[src/rtl/text_console_writer_if.sv]
// ============================================================================
// text_console_writer_if
// Character stream, clear request, text-buffer write bus and cursor status.
// Revision: 1.0
// ============================================================================
`default_nettype none

interface text_console_writer_if;
    logic        ch_valid;
    logic [7:0]  ch_data;
    logic        ch_ready;
    logic        clr;
    logic        wr_en;
    logic [10:0] wr_addr;
    logic [7:0]  wr_data;
    logic [4:0]  cur_row;
    logic [6:0]  cur_col;
    logic        busy;

    // slave: the console writer; master: character source / buffer observer
    modport slave (
        input  ch_valid, ch_data, clr,
        output ch_ready, wr_en, wr_addr, wr_data, cur_row, cur_col, busy
    );

    modport master (
        output ch_valid, ch_data, clr,
        input  ch_ready, wr_en, wr_addr, wr_data, cur_row, cur_col, busy
    );
endinterface

`default_nettype wire

[src/rtl/text_console_writer.sv]
// ============================================================================
// text_console_writer
// Turns a character stream into text-buffer writes with cursor, CR/LF/BS
// handling, wrap-around row clearing and full-screen clear.
// Revision: 1.0
// ============================================================================
`default_nettype none

module text_console_writer #(
    parameter int         COLS  = 80,
    parameter int         ROWS  = 25,
    parameter logic [7:0] BLANK = 8'h20
) (
    input  wire logic            clk,
    input  wire logic            rst_n,
    text_console_writer_if.slave bus
);

    typedef enum logic [1:0] {
        IDLE      = 2'd0,
        CLEAR_ROW = 2'd1,
        CLEAR_ALL = 2'd2
    } state_t;

    localparam logic [6:0]  LAST_COL  = 7'(COLS - 1);
    localparam logic [4:0]  LAST_ROW  = 5'(ROWS - 1);
    localparam logic [10:0] ROW_END   = 11'(COLS - 1);
    localparam logic [10:0] SCR_END   = 11'(COLS * ROWS - 1);

    state_t      state_q, state_d;
    logic [4:0]  row_q, row_d;
    logic [6:0]  col_q, col_d;
    logic [10:0] cnt_q, cnt_d;
    logic        wr_en_q, wr_en_d;
    logic [10:0] wr_addr_q, wr_addr_d;
    logic [7:0]  wr_data_q, wr_data_d;
    logic        adv_row;
    logic        accept;
    logic [10:0] cur_addr;

    assign cur_addr = 11'(row_q) * 11'(COLS) + 11'(col_q);
    assign accept   = (state_q == IDLE) && !bus.clr && bus.ch_valid;

    always_comb begin
        state_d   = state_q;
        row_d     = row_q;
        col_d     = col_q;
        cnt_d     = cnt_q;
        wr_en_d   = 1'b0;
        wr_addr_d = wr_addr_q;
        wr_data_d = wr_data_q;
        adv_row   = 1'b0;

        case (state_q)
            IDLE: begin
                if (bus.clr) begin
                    state_d = CLEAR_ALL;
                    row_d   = 5'd0;
                    col_d   = 7'd0;
                    cnt_d   = 11'd0;
                end else if (accept) begin
                    if (bus.ch_data >= 8'h20 && bus.ch_data <= 8'h7E) begin
                        wr_en_d   = 1'b1;
                        wr_addr_d = cur_addr;
                        wr_data_d = bus.ch_data;
                        if (col_q == LAST_COL) begin
                            col_d   = 7'd0;
                            adv_row = 1'b1;
                        end else begin
                            col_d = col_q + 7'd1;
                        end
                    end else if (bus.ch_data == 8'h0A) begin
                        col_d   = 7'd0;
                        adv_row = 1'b1;
                    end else if (bus.ch_data == 8'h0D) begin
                        col_d = 7'd0;
                    end else if (bus.ch_data == 8'h08 && col_q != 7'd0) begin
                        col_d     = col_q - 7'd1;
                        wr_en_d   = 1'b1;
                        wr_addr_d = cur_addr - 11'd1;
                        wr_data_d = BLANK;
                    end
                end
            end
            CLEAR_ROW: begin
                if (bus.clr) begin
                    state_d = CLEAR_ALL;
                    row_d   = 5'd0;
                    col_d   = 7'd0;
                    cnt_d   = 11'd0;
                end else begin
                    wr_en_d   = 1'b1;
                    wr_addr_d = cnt_q;
                    wr_data_d = BLANK;
                    if (cnt_q == ROW_END) state_d = IDLE;
                    else                  cnt_d   = cnt_q + 11'd1;
                end
            end
            CLEAR_ALL: begin
                wr_en_d   = 1'b1;
                wr_addr_d = cnt_q;
                wr_data_d = BLANK;
                if (cnt_q == SCR_END) state_d = IDLE;
                else                  cnt_d   = cnt_q + 11'd1;
            end
            default: state_d = IDLE;
        endcase

        // Wrapping past the bottom row scrolls to the top and blanks row 0.
        if (adv_row) begin
            if (row_q == LAST_ROW) begin
                row_d   = 5'd0;
                state_d = CLEAR_ROW;
                cnt_d   = 11'd0;
            end else begin
                row_d = row_q + 5'd1;
            end
        end
    end

    always_ff @(posedge clk or negedge rst_n) begin
        if (!rst_n) begin
            state_q   <= IDLE;
            row_q     <= 5'd0;
            col_q     <= 7'd0;
            cnt_q     <= 11'd0;
            wr_en_q   <= 1'b0;
            wr_addr_q <= 11'd0;
            wr_data_q <= 8'd0;
        end else begin
            state_q   <= state_d;
            row_q     <= row_d;
            col_q     <= col_d;
            cnt_q     <= cnt_d;
            wr_en_q   <= wr_en_d;
            wr_addr_q <= wr_addr_d;
            wr_data_q <= wr_data_d;
        end
    end

    assign bus.ch_ready = (state_q == IDLE) && !bus.clr;
    assign bus.wr_en    = wr_en_q;
    assign bus.wr_addr  = wr_addr_q;
    assign bus.wr_data  = wr_data_q;
    assign bus.cur_row  = row_q;
    assign bus.cur_col  = col_q;
    assign bus.busy     = (state_q != IDLE);

endmodule

`default_nettype wire

[src/flat_wrapper.sv]
// flat-port wrapper written by rule: the top's interface ports become plain ports
module text_console_writer_flat 
#(
    parameter int         COLS  = 80,
    parameter int         ROWS  = 25,
    parameter logic [7:0] BLANK = 8'h20
)
  (clk, rst_n, bus_ch_valid, bus_ch_data, bus_clr, bus_ch_ready, bus_wr_en, bus_wr_addr, bus_wr_data, bus_cur_row, bus_cur_col, bus_busy);
  text_console_writer_if bus_i ();
  input  wire logic clk;
  input  wire logic rst_n;
  input wire logic [$bits(bus_i.ch_valid)-1:0] bus_ch_valid;
  input wire logic [$bits(bus_i.ch_data)-1:0] bus_ch_data;
  input wire logic [$bits(bus_i.clr)-1:0] bus_clr;
  output wire logic [$bits(bus_i.ch_ready)-1:0] bus_ch_ready;
  output wire logic [$bits(bus_i.wr_en)-1:0] bus_wr_en;
  output wire logic [$bits(bus_i.wr_addr)-1:0] bus_wr_addr;
  output wire logic [$bits(bus_i.wr_data)-1:0] bus_wr_data;
  output wire logic [$bits(bus_i.cur_row)-1:0] bus_cur_row;
  output wire logic [$bits(bus_i.cur_col)-1:0] bus_cur_col;
  output wire logic [$bits(bus_i.busy)-1:0] bus_busy;
  assign bus_i.ch_valid = bus_ch_valid;
  assign bus_i.ch_data = bus_ch_data;
  assign bus_i.clr = bus_clr;
  assign bus_ch_ready = bus_i.ch_ready;
  assign bus_wr_en = bus_i.wr_en;
  assign bus_wr_addr = bus_i.wr_addr;
  assign bus_wr_data = bus_i.wr_data;
  assign bus_cur_row = bus_i.cur_row;
  assign bus_cur_col = bus_i.cur_col;
  assign bus_busy = bus_i.busy;
  text_console_writer #(.COLS(COLS), .ROWS(ROWS), .BLANK(BLANK)) u_core (.clk(clk), .rst_n(rst_n), .bus(bus_i));
endmodule
[config.mk]
export PLATFORM = sky130hd
export DESIGN_NAME = text_console_writer_flat
export DESIGN_NICKNAME = d
export VERILOG_FILES = /design/src/rtl/text_console_writer_if.sv /design/src/rtl/text_console_writer.sv /design/src/flat_wrapper.sv
export SDC_FILE = /design/constraint.sdc
export NUM_CORES = 1
export LEC_CHECK = 0
export ABC_AREA = 1
export BUFFER_PORTS_ARGS = -buffer_cell sky130_fd_sc_hd__buf_2
export CORE_MARGIN = 1.5
export CORE_UTILIZATION = 30
export CTS_BUF_LIST = sky130_fd_sc_hd__clkbuf_16
export DETAILED_ROUTE_END_ITERATION = 12
export GPL_ROUTABILITY_DRIVEN = 0
export HOLD_SLACK_MARGIN = 0.03
export SETUP_SLACK_MARGIN = 0.15
export SYNTH_ARGS = -nofsm -noshare
export SYNTH_HDL_FRONTEND = slang
export SYNTH_SLANG_ARGS = --single-unit
export TNS_END_PERCENT = 30
[constraint.sdc]
create_clock -name clk -period 2.95 [get_ports clk]
set_input_delay 0.1475 -clock clk [delete_from_list [all_inputs] [get_ports clk]]
set_output_delay 0.1475 -clock clk [all_outputs]
set_load 0.05 [all_outputs]
### Word level (Yosys, flattened, before mapping)

Index checks and enable logic that the tools add are counted.

* flip-flop bits (word level): 45
* input port bits: 12
* logic and storage cells: 107

* add/subtract/negate cells: 6
* multipliers: 1
* $lt $le $gt $ge: 2
* equal/unequal tests: 18
* multiplexer cells: 57
* reductions and logical operators: 16

Operator list (number)
* $mux 11: 13
* $pmux 11 s3: 2
* $mux 7: 8
* $mux 8: 7
* $eq 8x4->1 const B: 3
* $pmux 8 s3: 1
* $mux 5: 4
* $pmux 7 s2: 1
* $mux 1: 13
* $mux 2: 6
* $add 11x1->11 const B: 1
* $add 11x7->11: 1
* $eq 11x11->1 const B: 1
* $eq 11x7->1 const B: 1
* $sub 11x1->11 const B: 1
* $ne 3x3->1 const B: 3
* $ge 8x6->1 const B: 1
* $le 8x7->1 const B: 1
* $reduce_bool 2->1: 4
* $add 7x1->7 const B: 1
* $eq 7x7->1 const B: 1
* $mul 5x3->7 const B: 1
* $reduce_and 7->1: 1
* $reduce_bool 7->1: 1
* other kinds (18): 23

### Longest topological paths before layout

Gate-level depths: netlist of run 1.

* depth after elaboration: 10
* gate-level depth with buffers: 16
* mapped depth without buffers: 16

### Worst setup path before layout of run 1

No wires, ideal clock.

* path kind: register to register
* from: register u_core.row_q[3] (netlist: u_core.bus.cur_row[3])
* to: register u_core.wr_addr_q[10] (netlist: u_core.bus.wr_addr[10])
* data arrival time: 2.471 ns
* data required time: 2.832 ns
* slack: 0.361 ns
* cell stages (with the launch flop): 15
* clock period less this slack: 2.589 ns
* path through: dfrtp_1 ha_1 ha_1 inv_1 fa_1 nor2_1 nand2_1 nand2_1 nand2_1 inv_1 nand3_1 nand2_1 nand3_1 nand2_1 nand2_1

* word-level cells in the longest chain between the ends: 10

Ends and longest elaborated chain
* start, declared: line text_console_writer.sv:31 `logic [4:0] row_q, row_d;`
* start signal, assigned: line text_console_writer.sv:132 `row_q <= row_d;`
* $mul 5x3->7 (*): line text_console_writer.sv:41 `assign cur_addr = 11'(row_q) * 11'(COLS) + 11'(col_q);`
* $add 11x7->11 (*): line text_console_writer.sv:41
* $sub 11x1->11: line text_console_writer.sv:80 `wr_addr_d = cur_addr - 11'd1;`
* $mux 11: line text_console_writer.sv:77 `end else if (bus.ch_data == 8'h08 && col_q != 7'd0) begin`
* $mux 11: line text_console_writer.sv:75 `end else if (bus.ch_data == 8'h0D) begin`
* $mux 11: line text_console_writer.sv:72 `end else if (bus.ch_data == 8'h0A) begin`
* $mux 11 (*): line text_console_writer.sv:62 `if (bus.ch_data >= 8'h20 && bus.ch_data <= 8'h7E) begin`
* $mux 11 (*): line text_console_writer.sv:61 `end else if (accept) begin`
* $mux 11 (*): line text_console_writer.sv:56 `if (bus.clr) begin`
* $pmux 11 s3 (*): line text_console_writer.sv:54 `case (state_q)`
* end signal, assigned: line text_console_writer.sv:136 `wr_addr_q <= wr_addr_d;`
* end, declared: line text_console_writer.sv:35 `logic [10:0] wr_addr_q, wr_addr_d;`

Every way passes the cells marked *; elsewhere a longest branch is shown, timed or not. The select of a mux whose other input is x is not followed.
A chain may end at the register's enable or synchronous reset.

### Worst setup path after layout of run 1

Ends and elaborated chain as after synthesis.

==> metrics.txt, run 1 <==
run status complete, no violations; cell internal pwr 1.81 mW; number of cells on the worst reg-to-reg path 13; antenna violations before repair 0; final count of pins violating max slew 0; Hold Path Class input pin to async pin; Critical Path, Cell by Cell ha_1 > ha_1 > inv_1 > fa_1 > nor2_1 > nand2_1 > nand2_1 > nand2_1 > nor2_1 > nand3_1 > nand3_1 > nand2_1 > nand2_1; Most common cell on crit path sky130_fd_sc_hd__nand2_1; antenna-violating nets left 0; hold bufs inserted after CTS 0; detailed placement HPWL 7.22 mm; pin count of the biggest net entering global routing 46; post-route fraction of the period consumed by the critical path 0.844; Avg Cell Area, Syn 6.74 sq um; ratio of cells with drive above 1 in the final layout 0.131; # port buffers 45; leading register cell type out of synthesis sky130_fd_sc_hd__dfrtp_1; site row count 39; Syn Inst Count 513; sequential area share after synthesis 0.326; full die area 12200 sq um; DR pass1 iterations 5; critical path required time 3.18 ns; worst vdd rail ir drop 0.611 mV; Initial Utilization 0.305; # fillers 1243; unrepaired setup endpoints after global routing false; clock tree from TritonCTS done; via count of the routed design 3436; GRT Residual Overflow 0; CTS clk-pin slew, worst paths 0.07 ns; synthesized net count 546; via count of the first global-routing pass 3353; Comb power frac 0.557; power density of the placed cells 975 nW/um^2; clock network fraction of design power 0.168; Worst Setup Path Type flip-flop to flip-flop; Worst Setup End Kind flip-flop; area of the mapped netlist 3460 sq um; fin crit period 2.49 ns; most common cell in the netlist sky130_fd_sc_hd__nand2_1; endpoints failing setup 0; Static Leakage 2.14 nW; number of buffers added for setup after CTS 0; width of the die 110 um; Max-cap violations 0; beginning of the worst register-to-register path u_core.bus.cur_row[3]; sequential fraction of design power 0.275; type of element launching the critical path flip-flop; Nets 590; total length of routed wires 9.34 mm; worst reg-to-reg setup slack 0.46 ns; clk_lat worst skew 0.29 ns; clock tree skew after final layout 0.00655 ns; startpoint of the worst setup timing path u_core.bus.cur_row[3]; Ant. Diodes 0; clock sink count 45; post-synth cell types 36; switching share of total power 0.532; area added between synthesis and finish 15.0%; DR WL/cell 13.3 um; # IOs 46; largest buffer count on any clock path 2; number of vias per cell 4.90; transition time of the tightest slew-check pin 1.05 ns; CP max stage cell sky130_fd_sc_hd__dfrtp_1; delay of the slowest cell on the worst path 0.46 ns; cell type contributing the most total cell area after synthesis sky130_fd_sc_hd__dfrtp_1; post-CTS sizing 0; proportion of netlist area held by the largest area contributor 0.326; cell area after layout 3980 sq um; maximum fanout encountered on the critical timing path 7; Worst EP arrival 2.72 ns; wire length of the first global-routing pass 15.7 mm; net switching power figure 2.06 mW; count of final hold-check violations 0; Num CTS Buffers 5; drc violations 0; cell area reported after detailed placement 3810 sq um; top area cells in the synthesized netlist sky130_fd_sc_hd__dfrtp_1 (33%), sky130_fd_sc_hd__nand2_1 (16%), sky130_fd_sc_hd__nand3_1 (7.4%); #FFs+latches synth 45; all-layer global routing usage 0.165; Setup Total Neg Slack 0 ns; Max Freq 402 MHz; initial drt markers 254; clk root buf sky130_fd_sc_hd__clkbuf_16; Post-synth ARST share 1.00; multi-input combinational cell area 2020 sq um; max-slew headroom at the worst pin 0.302; Reg2Reg Capture Point u_core.bus.wr_addr[10]; y dimension of the die 110 um; sequential standard cell area 1130 sq um; count of warnings emitted by yosys 0; number of synthesized flops with an enable pin 0; core region area 11300 sq um; Commonest cells post-synth sky130_fd_sc_hd__nand2_1 (152), sky130_fd_sc_hd__inv_1 (64), sky130_fd_sc_hd__nor2_1 (54), sky130_fd_sc_hd__nand3_1 (51), sky130_fd_sc_hd__dfrtp_1 (45); maximum level of the CTS H-tree 2
## state kept, by name, summed over array words and instances (netlist names)
| signal | flops |
|---|---|
| u_core.bus.cur_row | 5 |
| u_core.bus.wr_en | 1 |
| u_core.state_q | 2 |
| u_core.cnt_q | 11 |
| u_core.bus.wr_addr | 11 |
| u_core.bus.wr_data | 8 |
| u_core.bus.cur_col | 7 |
## how the worst max path moves through the flow
stage / end / slack, ns / cells after the start
2_1_floorplan: u_core.bus.wr_addr[10] / 0.36 / 14
3_3_place_gp: u_core.bus.wr_addr[10] / 0.57 / 14
3_5_place_dp: u_core.bus.wr_addr[10] / 0.49 / 13
4_1_cts: u_core.bus.wr_addr[10] / 0.46 / 13
5_1_grt: u_core.bus.wr_addr[10] / 0.21 / 13
6_report: u_core.bus.wr_addr[10] / 0.46 / 13
## layout make-up
| type | count | area share |
|---|---|---|
| clock buffer | 5 | 0.0315 |
| tap | 143 | 0.0450 |
| clock inverter | 3 | 0.0104 |
| multi-input combinational | 392 | 0.508 |
| timing repair buffer | 46 | 0.0585 |
| inverter | 67 | 0.0632 |
| sequential | 45 | 0.283 |
## cells by family after synthesis
group,count (synthesis),synth area share
AOI/OAI and AO/OA,75,0.118
xor gates and xnor gates,7,0.0177
adders and majority gates,21,0.0803
buffers and inverters,76,0.0897
DFF,45,0.326
and+or+nand+nor,289,0.369
## layout by cell type (no fill, tap or decap), types with 8 or more instances in the layout
cell | synthesis | routed
sky130_fd_sc_hd__nor2_1 | 54 | 54
sky130_fd_sc_hd__buf_2 | 2 | 45
sky130_fd_sc_hd__nand2_1 | 152 | 152
sky130_fd_sc_hd__a21oi_1 | 16 | 16
sky130_fd_sc_hd__o21ai_1 | 13 | 13
sky130_fd_sc_hd__dfrtp_1 | 45 | 45
sky130_fd_sc_hd__nand4_1 | 8 | 8
sky130_fd_sc_hd__o21ai_0 | 33 | 33
sky130_fd_sc_hd__inv_1 | 64 | 64
sky130_fd_sc_hd__ha_1 | 19 | 19
sky130_fd_sc_hd__nand3_1 | 51 | 51
## metal layers
layer  GRT usage  vias up  part of all wire
met5           0        -                 0
met4      0.0385        0            0.0094
met3      0.0247       12             0.043
met2       0.289       85              0.48
met1       0.212     1595              0.47
li1            -     1744                 -
## power groups by stage
stage / registers [mW] / logic, mW / clock network [mW]
2_1_floorplan: 1.56 / 1.18 / 0
3_3_place_gp: 1.07 / 2.14 / 0
3_5_place_dp: 1.08 / 2.16 / 0
4_1_cts: 1.07 / 2.17 / 0.667
5_1_grt: 1.10 / 2.41 / 0.690
6_report: 1.06 / 2.16 / 0.652
## through the flow
stage                     instances  utilization  setup WS (ns)  hold slack, ns  power [mW]
after global routing            701        0.351          0.208           0.142        4.20
after floorplan                 513            -          0.361          -0.148        2.73
final                           701        0.351          0.461          0.0432        3.88
after global placement          693        0.337          0.567           0.396        3.21
after detailed placement        693        0.337          0.488           0.416        3.24
after CTS                       701        0.351          0.462           0.103        3.91
## critical path, delay by kind of cell, from the launching register on
family / cells / cell delay (ns)
fa+ha+maj: 3 / 0.96
buf+inv: 1 / 0.07
flops: 1 / 0.46
simple gates: 9 / 0.94
Note: power is estimated with default switching activity, not from simulation.
==> inputs of run 2 (changes only) <==
==> constraint.sdc (replaced) <==
create_clock -name clk -period 2.6 [get_ports clk]
set_input_delay 0.13 -clock clk [delete_from_list [all_inputs] [get_ports clk]]
set_output_delay 0.13 -clock clk [all_outputs]
set_load 0.05 [all_outputs]
==> run 2 against run 1 <==
Fmax increased by 6.9%. Clock-buffer cell count did not move. Critical path depth is 1 higher. Flip-flop and latch count is the same. Final area is 4.3% higher. Combinational power rose by 17%. Clock power increased by 12%. Setup slack got worse by 0.19 ns. Sequential share of layout area down 1.0 points. Utilization rose by 1.5 points.
==> metrics.txt, run 2 (synthesized netlist as in run 1, its figures left out) <==
Worst EP arrival 2.51 ns; clk_lat worst skew 0.29 ns; worst reg-to-reg setup slack 0.27 ns; area added between synthesis and finish 20.0%; number of cells on the worst reg-to-reg path 14; highest-utilization routing layer at the global route stage met2; Max Freq 429 MHz; Num CTS Buffers 5; # fillers 1220; antenna-violating nets left 0; sequential standard cell area 1130 sq um; sequential fraction of design power 0.269; DR pass1 iterations 5; Setup Total Neg Slack 0 ns; post-route fraction of the period consumed by the critical path 0.896; Ant. Diodes 0; beginning of the worst register-to-register path u_core.bus.cur_row[1]; cell internal pwr 2.09 mW; multi-input combinational cell area 2090 sq um; met1 routing resource usage after global routing 0.223; Static Leakage 2.19 nW; final non-filler cell total 714; pin count of the biggest net entering global routing 32; worst hold slack 0.110 ns; clock sink count 45; largest buffer count on any clock path 2; # port buffers 45; Most common cell on crit path sky130_fd_sc_hd__nand2_1; Reg2Reg Capture Point u_core.bus.wr_addr[10]; Critical Path, Cell by Cell ha_4 > ha_4 > inv_2 > fa_1 > nor2_2 > nand2_1 > nor2_1 > nand3_1 > nand2_1 > inv_1 > nand2_1 > nand3_1 > nand2_1 > nand2_1; termination of the worst setup path u_core.bus.wr_addr[10]; type of element launching the critical path flip-flop; Max-cap violations 0; dpl cells 697; Hold Path Class input pin to flip-flop; total length of routed wires 9.72 mm; drc violations 0; endpoints failing setup 0; final count of pins violating max slew 0; critical path required time 2.78 ns; max-slew headroom at the worst pin 0.480; startpoint of the worst setup timing path u_core.bus.cur_row[1]; highest-count cells in the layout ignoring fill and taps sky130_fd_sc_hd__nand2_1 (150), sky130_fd_sc_hd__inv_1 (63), sky130_fd_sc_hd__nand3_1 (51), sky130_fd_sc_hd__nor2_1 (51), sky130_fd_sc_hd__buf_2 (45); Worst Setup End Kind flip-flop; y dimension of the die 110 um; Comb power frac 0.567; power density of the placed cells 1070 nW/um^2; worst vdd rail ir drop 0.605 mV; via count of the first global-routing pass 3227; full die area 12200 sq um; switching share of total power 0.530; Design Power 4.45 mW; clock network fraction of design power 0.164; delay of the slowest cell on the worst path 0.48 ns; CTS clk-pin slew, worst paths 0.07 ns; net switching power figure 2.36 mW; core region area 11300 sq um; GR Util met2 0.268; count of final hold-check violations 0; wire length of the first global-routing pass 15.5 mm; via count of the routed design 3510; maximum fanout encountered on the critical timing path 4; width of the die 110 um; Worst Setup Path Type flip-flop to flip-flop; maximum level of the CTS H-tree 2; most frequent standard cell in the layout excluding fill and tap cells sky130_fd_sc_hd__nand2_1; detailed placement HPWL 7.31 mm; DR WL/cell 13.6 um; unrepaired setup endpoints after global routing false; clk root buf sky130_fd_sc_hd__clkbuf_16; GRT Residual Overflow 0; number of vias per cell 4.92; # IOs 46; transition time of the tightest slew-check pin 0.780 ns; clock tree from TritonCTS done; antenna violations before repair 0; all-layer global routing usage 0.166; Nets 604; global routing usage on met3 0.0212; clock tree skew after final layout 0.00972 ns; ratio of cells with drive above 1 in the final layout 0.179; initial drt markers 264; CP max stage cell sky130_fd_sc_hd__fa_1; Initial Utilization 0.305; site row count 39; fin crit period 2.33 ns; run status complete, no violations
[run 2: cell type report]
| class | count | share of cell area |
|---|---|---|
| clock inverters | 2 | 0.00844 |
| clock buffers | 5 | 0.0301 |
| well taps | 143 | 0.0431 |
| multi-input cells | 392 | 0.503 |
| inverters | 67 | 0.0606 |
| flip-flops and latches | 45 | 0.273 |
| repair buffers | 60 | 0.0820 |
[run 2: routing by layer]
layer / vias to the layer above / part of all wire
li1: 1772 / -
met1: 1613 / 0.47
met2: 106 / 0.45
met3: 19 / 0.049
met4: 0 / 0.032
met5: - / 0
[run 2: worst min path at each step]
stage                    from               endpoint  cells after the start
2_1_floorplan           rst_n  u_core.bus.cur_col[0]                      0
3_3_place_gp            rst_n  u_core.bus.wr_addr[7]                      1
3_5_place_dp            rst_n        u_core.cnt_q[2]                      1
4_1_cts        bus_ch_data[4]  u_core.bus.wr_data[4]                      3
5_1_grt        bus_ch_data[6]  u_core.bus.wr_data[6]                      3
6_report       bus_ch_data[4]  u_core.bus.wr_data[4]                      3
[run 2: critical path, delay by kind of cell, from the launching register on]
kind / cells / cell delay (ns)
DFF: 1 / 0.45
and+or+nand+nor: 9 / 0.80
buffers and inverters: 2 / 0.08
adders and majority gates: 3 / 0.90
[run 2: power groups by stage]
stage | Combinational (mW) | Sequential, mW | Clock [mW]
global placement | 2.48 | 1.20 | 0
finish | 2.52 | 1.20 | 0.731
detailed placement | 2.50 | 1.21 | 0
CTS | 2.51 | 1.20 | 0.748
floorplan | 1.33 | 1.77 | 0
global route | 2.80 | 1.24 | 0.778
[run 2: metrics by stage]
step / utilization / area (sq um) / setup slack (ns)
floorplan: - / 3460 / 0.197
global placement: 0.340 / 3850 / 0.235
detailed placement: 0.340 / 3850 / 0.155
CTS: 0.355 / 4020 / 0.188
global route: 0.367 / 4150 / 0.0977
finish: 0.367 / 4150 / 0.271
[run 2: what timing repair did]
action	in CTS	in global routing
hold endpoints to repair	30	0
gates resized for setup	1	14
setup buffers	0	9
endpoints found under the setup margin	1	3
hold buffers	1	0
pin swaps	0	10
